$ cat src/rtl/cpu_ctrl_fsm_if.sv
// Host program/data load port of cpu_ctrl_fsm: valid/ready write handshake.
// The host drives the master modport; the controller takes the slave modport.
interface cpu_ctrl_fsm_if #(
    parameter int ADDR_W = 3,
    parameter int DATA_W = 32
);
    logic              load_valid;
    logic              load_ready;
    logic [ADDR_W-1:0] load_addr;
    logic [DATA_W-1:0] load_data;

    modport master (output load_valid, output load_addr, output load_data, input load_ready);
    modport slave  (input load_valid, input load_addr, input load_data, output load_ready);
endinterface

$ cat src/rtl/cpu_ctrl_fsm.sv
// Synchronous fetch/decode/operand/execute/write-back sequencer for ram8, PC and ALU.
// Define CPU_CTRL_SINGLE_STEP_EN to add the i_step input and a PAUSE state after each write-back.
module cpu_ctrl_fsm #(
    parameter int DATA_W = 32,
    parameter int ADDR_W = 3,
    parameter int IR_W   = 16
) (
    input  logic              i_clk,
    input  logic              i_reset,
    input  logic              i_start,
`ifdef CPU_CTRL_SINGLE_STEP_EN
    input  logic              i_step,
`endif
    cpu_ctrl_fsm_if.slave     host,
    output logic [ADDR_W-1:0] o_ram_addr,
    output logic [DATA_W-1:0] o_ram_wdata,
    output logic              o_ram_we,
    input  logic [DATA_W-1:0] i_ram_rdata,
    input  logic [ADDR_W-1:0] i_pc_val,
    output logic              o_pc_inc,
    output logic              o_pc_rst,
    output logic [DATA_W-1:0] o_alu_x,
    output logic [DATA_W-1:0] o_alu_y,
    output logic              o_alu_sel,
    input  logic [DATA_W-1:0] i_alu_result,
    output logic [DATA_W-1:0] o_result,
    output logic              o_result_valid,
    output logic              o_busy,
    output logic              o_done,
    output logic              o_err
);

    localparam logic [2:0] OP_NOP  = 3'b000;
    localparam logic [2:0] OP_ALU  = 3'b001;
    localparam logic [2:0] OP_HALT = 3'b111;

    typedef enum logic [3:0] {
        ST_IDLE   = 4'd0,
        ST_FETCH  = 4'd1,
        ST_DECODE = 4'd2,
        ST_OPA    = 4'd3,
        ST_OPB    = 4'd4,
        ST_EXEC   = 4'd5,
        ST_WB     = 4'd6,
        ST_HALTED = 4'd7
`ifdef CPU_CTRL_SINGLE_STEP_EN
        , ST_PAUSE = 4'd8
`endif
    } state_t;

    state_t            r_state;
    state_t            w_state_next;
    // Only the instruction fields the sequencer consumes are held.
    logic              r_ir_sel;
    logic [2:0]        r_ir_dst;
    logic [2:0]        r_ir_src_a;
    logic [2:0]        r_ir_src_b;
    logic [DATA_W-1:0] r_alu_x;
    logic [DATA_W-1:0] r_alu_y;
    logic [DATA_W-1:0] r_result;
    logic              r_result_valid;
    logic              r_done;
    logic              r_err;

    logic [2:0]        w_opcode;
    logic              w_ir_load;
    logic              w_set_done;
    logic              w_set_err;
    logic              w_clr_status;

    assign w_opcode = i_ram_rdata[IR_W-1 -: 3];

    always_comb begin
        w_state_next    = r_state;
        o_ram_addr      = '0;
        o_ram_wdata     = '0;
        o_ram_we        = 1'b0;
        o_pc_inc        = 1'b0;
        o_pc_rst        = 1'b0;
        host.load_ready = 1'b0;
        o_busy          = 1'b1;
        w_ir_load       = 1'b0;
        w_set_done      = 1'b0;
        w_set_err       = 1'b0;
        w_clr_status    = 1'b0;
        case (r_state)
            ST_IDLE, ST_HALTED: begin
                o_busy          = 1'b0;
                host.load_ready = 1'b1;
                if (host.load_valid) begin
                    o_ram_we    = 1'b1;
                    o_ram_addr  = host.load_addr;
                    o_ram_wdata = host.load_data;
                end else if (i_start) begin
                    o_pc_rst     = 1'b1;
                    w_clr_status = 1'b1;
                    w_state_next = ST_FETCH;
                end
            end
            ST_FETCH: begin
                o_ram_addr   = i_pc_val;
                w_state_next = ST_DECODE;
            end
            ST_DECODE: begin
                w_ir_load = 1'b1;
                case (w_opcode)
                    OP_ALU:  w_state_next = ST_OPA;
                    OP_NOP: begin
                        o_pc_inc     = 1'b1;
                        w_state_next = ST_FETCH;
                    end
                    OP_HALT: begin
                        w_set_done   = 1'b1;
                        w_state_next = ST_HALTED;
                    end
                    default: begin
                        w_set_done   = 1'b1;
                        w_set_err    = 1'b1;
                        w_state_next = ST_HALTED;
                    end
                endcase
            end
            ST_OPA: begin
                o_ram_addr   = r_ir_src_a;
                w_state_next = ST_OPB;
            end
            ST_OPB: begin
                o_ram_addr   = r_ir_src_b;
                w_state_next = ST_EXEC;
            end
            ST_EXEC: w_state_next = ST_WB;
            ST_WB: begin
                o_ram_we     = 1'b1;
                o_ram_addr   = r_ir_dst;
                o_ram_wdata  = i_alu_result;
                o_pc_inc     = 1'b1;
`ifdef CPU_CTRL_SINGLE_STEP_EN
                w_state_next = ST_PAUSE;
`else
                w_state_next = ST_FETCH;
`endif
            end
`ifdef CPU_CTRL_SINGLE_STEP_EN
            ST_PAUSE: begin
                if (i_step) begin
                    w_state_next = ST_FETCH;
                end
            end
`endif
            default: w_state_next = ST_IDLE;
        endcase
        // A reset cycle must not disturb RAM contents or the PC.
        if (!i_reset) begin
            o_ram_we     = 1'b0;
            o_pc_inc     = 1'b0;
            o_pc_rst     = 1'b0;
            w_state_next = ST_IDLE;
        end
    end

    always_ff @(posedge i_clk) begin
        if (!i_reset) begin
            r_state        <= ST_IDLE;
            r_ir_sel       <= 1'b0;
            r_ir_dst       <= '0;
            r_ir_src_a     <= '0;
            r_ir_src_b     <= '0;
            r_alu_x        <= '0;
            r_alu_y        <= '0;
            r_result       <= '0;
            r_result_valid <= 1'b0;
            r_done         <= 1'b0;
            r_err          <= 1'b0;
        end else begin
            r_state        <= w_state_next;
            r_result_valid <= (r_state == ST_WB);
            if (w_ir_load) begin
                r_ir_sel   <= i_ram_rdata[12];
                r_ir_dst   <= i_ram_rdata[10:8];
                r_ir_src_a <= i_ram_rdata[6:4];
                r_ir_src_b <= i_ram_rdata[2:0];
            end
            if (r_state == ST_OPB) begin
                r_alu_x <= i_ram_rdata;
            end
            if (r_state == ST_EXEC) begin
                r_alu_y <= i_ram_rdata;
            end
            if (r_state == ST_WB) begin
                r_result <= i_alu_result;
            end
            if (w_clr_status) begin
                r_done <= 1'b0;
                r_err  <= 1'b0;
            end
            if (w_set_done) begin
                r_done <= 1'b1;
            end
            if (w_set_err) begin
                r_err <= 1'b1;
            end
        end
    end

    assign o_alu_x        = r_alu_x;
    assign o_alu_y        = r_alu_y;
    assign o_alu_sel      = r_ir_sel;
    assign o_result       = r_result;
    assign o_result_valid = r_result_valid;
    assign o_done         = r_done;
    assign o_err          = r_err;

endmodule

$ cat src/flat_wrapper.sv
// flat-port wrapper written by rule: the top's interface ports become plain ports
module cpu_ctrl_fsm_flat 
#(
    parameter int DATA_W = 32,
    parameter int ADDR_W = 3,
    parameter int IR_W   = 16
)
  (i_clk, i_reset, i_start, o_ram_addr, o_ram_wdata, o_ram_we, i_ram_rdata, i_pc_val, o_pc_inc, o_pc_rst, o_alu_x, o_alu_y, o_alu_sel, i_alu_result, o_result, o_result_valid, o_busy, o_done, o_err, host_load_valid, host_load_addr, host_load_data, host_load_ready);
  cpu_ctrl_fsm_if #(.ADDR_W(ADDR_W), .DATA_W(DATA_W)) host_i ();
  input  logic i_clk;
  input  logic i_reset;
  input  logic i_start;
  output logic [ADDR_W-1:0] o_ram_addr;
  output logic [DATA_W-1:0] o_ram_wdata;
  output logic o_ram_we;
  input  logic [DATA_W-1:0] i_ram_rdata;
  input  logic [ADDR_W-1:0] i_pc_val;
  output logic o_pc_inc;
  output logic o_pc_rst;
  output logic [DATA_W-1:0] o_alu_x;
  output logic [DATA_W-1:0] o_alu_y;
  output logic o_alu_sel;
  input  logic [DATA_W-1:0] i_alu_result;
  output logic [DATA_W-1:0] o_result;
  output logic o_result_valid;
  output logic o_busy;
  output logic o_done;
  output logic o_err;
  input wire logic [$bits(host_i.load_valid)-1:0] host_load_valid;
  input wire logic [$bits(host_i.load_addr)-1:0] host_load_addr;
  input wire logic [$bits(host_i.load_data)-1:0] host_load_data;
  output wire logic [$bits(host_i.load_ready)-1:0] host_load_ready;
  assign host_i.load_valid = host_load_valid;
  assign host_i.load_addr = host_load_addr;
  assign host_i.load_data = host_load_data;
  assign host_load_ready = host_i.load_ready;
  cpu_ctrl_fsm #(.DATA_W(DATA_W), .ADDR_W(ADDR_W), .IR_W(IR_W)) u_core (.i_clk(i_clk), .i_reset(i_reset), .i_start(i_start), .host(host_i), .o_ram_addr(o_ram_addr), .o_ram_wdata(o_ram_wdata), .o_ram_we(o_ram_we), .i_ram_rdata(i_ram_rdata), .i_pc_val(i_pc_val), .o_pc_inc(o_pc_inc), .o_pc_rst(o_pc_rst), .o_alu_x(o_alu_x), .o_alu_y(o_alu_y), .o_alu_sel(o_alu_sel), .i_alu_result(i_alu_result), .o_result(o_result), .o_result_valid(o_result_valid), .o_busy(o_busy), .o_done(o_done), .o_err(o_err));
endmodule
$ cat config.mk
export PLATFORM = sky130hd
export DESIGN_NAME = cpu_ctrl_fsm_flat
export DESIGN_NICKNAME = d
export VERILOG_FILES = /design/src/rtl/cpu_ctrl_fsm_if.sv /design/src/rtl/cpu_ctrl_fsm.sv /design/src/flat_wrapper.sv
export SDC_FILE = /design/constraint.sdc
export NUM_CORES = 1
export LEC_CHECK = 0
export ABC_AREA = 1
export CORE_UTILIZATION = 39
export CTS_CLUSTER_SIZE = 12
export DETAILED_ROUTE_END_ITERATION = 10
export PLACE_DENSITY = 0.81
export SETUP_SLACK_MARGIN = 0.5
export SLEW_MARGIN = 20
export SYNTH_ARGS = -nofsm -noshare
export SYNTH_HDL_FRONTEND = slang
export SYNTH_SLANG_ARGS = --single-unit
$ cat constraint.sdc
create_clock -name i_clk -period 1.5 [get_ports i_clk]
set_input_delay 0.3 -clock i_clk [delete_from_list [all_inputs] [get_ports i_clk]]
set_output_delay 0.3 -clock i_clk [all_outputs]
set_load 0.02 [all_outputs]
==> key figures <==
Status
  – Outcome: complete, but fails checks
  – Failing checks: negative setup slack

STA
  – Final hold violations: 0
  – Worst-Margin Slew: 667 ps
  – Min Hold Slack: 398 ps
  – Final setup fails: 75
  – Rel. slew slack: 0.555
  – Fin crit share: 1.38
  – Fin. max-slew vios: 0
  – Fin Clk Skew: 5.31 ps
  – Minimum clock period: 2070 ps
  – Setup TNS: -21,730 ps
  – RSZ-0062 raised after global routing: yes
  – Fmax: 482 MHz
  – Fin worst setup slack: -573 ps

Critical path
  – Worst setup path category: register to output port
  – Critical Path RT: 1200 ps
  – Critical-path top delay cell: dfxtp_4
  – Worst-case reg-to-reg path depth: 12
  – Most frequent CP cell: buf_6
  – Startpoint types: register
  – Peak fanout along the critical path: 8
  – Worst Path Arrival: 1770 ps
  – Worst-path cell chain: buf_6 -> inv_4 -> nand2_4 -> nor2_8 -> buf_6 -> buf_12 -> buf_16 -> nand2_4 -> nand2_2 -> buf_6
  – Max incr delay on CP: 360 ps
  – Crit end category: output port

Yosys
  – Number of synthesis warnings: 0
  – Syn nets: 719
  – Dominant cells by area after synthesis: dfxtp_1 49%, nand2_1 11%, a21oi_1 8.9%
  – Sequential share of the synthesized area: 0.494
  – Cells after Synth: 613
  – Post-Syn Area: 4540 um^2
  – Share of Yosys cell area claimed by the top area cell type: 0.494
  – Synth cell types: 22
  – Mean area per synthesized cell: 7.40 um^2
  – Top cell type by total area after synthesis: dfxtp_1
  – Synth Register Bits: 112

Final layout
  – Fin cells: 1,114
  – Final nets: 1,072
  – ANT cells: 0
  – Share of post-route cells with drive strength above 1: 0.584
  – Synth-to-layout area growth: 119%

Placed design
  – Placer Congestion: 0.828
  – PortBufs: 245
  – Placed insts: 1,032
  – Dpl ws: -626 ps
  – Hpwl dp: 12.0 mm

Floorplanning
  – Die span in x: 110 um
  – Full die area: 12,100 um^2
  – Io pins: 246
  – Die H: 110 um
  – Core Box Area: 11,400 um^2
  – Num rows: 39
  – Initial Util: 0.399

Drt
  – Antenna viol nets, final: 0
  – Detailed-route vias per instance: 5.38
  – Initial DRC count: 367
  – DRT Wirelength: 22.7 mm
  – Vias post-DR: 5,993
  – Routed len/inst: 20.4 um
  – Residual DRC: 0
  – Drt first pass iters: 5

Power and ir drop
  – Max rail drop VDD: 723 uV
  – Pwr dens: 877 nW/um^2
  – Leak: 4.29 nW
  – Pwr Total: 8.73 mW

Clock tree
  – # clock sinks: 112
  – CTS buffer count: 9
  – Post-CTS Hold Fix Bufs: 0
  – CTS tree: done
  – Worst-case clock buffer depth: 2
  – Root Driver: clkbuf_16
  – Worst-Skew Late Latency: 350 ps
  – Clk pin slew, worst setup/hold paths: 80 ps
  – Htree depth: 3

Global route
  – Grt ovf: 0
  – Largest net degree at the start of global routing: 69
  – Gr usage total: 0.317
  – Initial antenna violation count: 0
  – First-pass GRT wire length: 28.9 mm
  – Vias in the first global route: 5,690

Flow run
  – Max_cap viols: 0

Worst hold path
  – Tightest Hold Check Type: input port to register
  – Hold Path Stages: 4
## metal layers
| metal | global-route usage | routed length (um) |
|---|---|---|
| met3 | 0.107 | 2290 |
| met4 | 0.168 | 1240 |
| met2 | 0.569 | 11600 |
| met5 | 0 | 0 |
| met1 | 0.322 | 7630 |
## cell usage in the layout, fill, tap and decap left out, drive strengths merged
master,n
a22oi,2
inv,53
clkinvlp,1
clkbuf,19
a21oi,81
nand3,44
dfxtp,112
clkinv,2
o21a,1
dlygate4sd2,1
buf,272
o21ai,68
a211oi,1
nand2,138
nand4,4
clkdlybuf4s50,103
nor2,69
## worst max-delay path: cells and delay by family, from the launching register on
family | cells | cell delay [ps]
DFF | 1 | 360
buffers and inverters | 6 | 720
and+or+nand+nor | 4 | 340
## registers in the layout (all words and copies together) (netlist names)
register               count
u_core.o_result           32
u_core.o_alu_y            32
u_core.r_state             3
u_core.r_ir_dst            3
u_core.o_err               1
u_core.o_alu_x            32
u_core.o_result_valid      1
u_core.r_ir_src_b          3
u_core.o_done              1
u_core.r_ir_src_a          3
u_core.o_alu_sel           1
## synth_stat cells
| cell | number |
|---|---|
| inv_1 | 47 |
| buf_1 | 1 |
| buf_2 | 14 |
| nand3_2 | 10 |
| a22oi_1 | 2 |
| nand2_2 | 3 |
| dfxtp_1 | 112 |
| buf_6 | 4 |
| o21ai_1 | 1 |
| nand2_1 | 135 |
| nor2_1 | 68 |
| o21a_1 | 1 |
| nand4_1 | 4 |
| buf_4 | 7 |
| inv_2 | 3 |
| clkbuf_1 | 17 |
| a211oi_1 | 1 |
| a21oi_1 | 81 |
| inv_4 | 1 |
| nor2_8 | 1 |
| o21ai_0 | 67 |
| nand3_1 | 33 |
## layout make-up
| cell class | instances | area (um^2) |
|---|---|---|
| fill | 543 | 1420 |
| tap | 143 | 179 |
| clock buffer | 11 | 253 |
| timing repair buffer | 384 | 4190 |
| sequential | 112 | 2380 |
| inverter | 51 | 216 |
| clock inverter | 5 | 38.8 |
| multi-input combinational | 408 | 2690 |
## what timing repair did
action                                   CTS  global route
pin swaps                                 47            22
setup buffers                             36            13
gates resized for setup                 1059           114
endpoints found under the setup margin   252           252
cloned                                     5            12
## final timing paths
kind,start,end,slack [ps]
worst min register to register,u_core.o_alu_y[0],u_core.o_alu_y[0],450
worst min-delay path,i_reset,u_core.o_err,400
worst max-delay path,u_core.r_state[0],o_ram_wdata[28],-570
worst max register to register,u_core.r_state[0],u_core.o_result[16],-230
## power breakdown
group          switching [mW]  total (mW)  internal [mW]
sequential              0.124        3.29           3.16
combinational            1.57        3.06           1.49
clock                    1.14        2.38           1.23
total                    2.84        8.73           5.89
## logic make-up (layout without fill, tap and decap cells)
family,after synthesis,after routing,share of synthesized area
flops,112,112,0.494
simple gates,254,255,0.240
buf+inv,94,451,0.0946
compound gates,153,153,0.171
## stage by stage
step                 util  area, um^2
detailed placement  0.686        7800
floorplan               -        4860
global route        0.875        9950
finish              0.875        9950
global placement    0.686        7800
CTS                 0.814        9250
No activity file was read; power rests on OpenSTA's default activity.
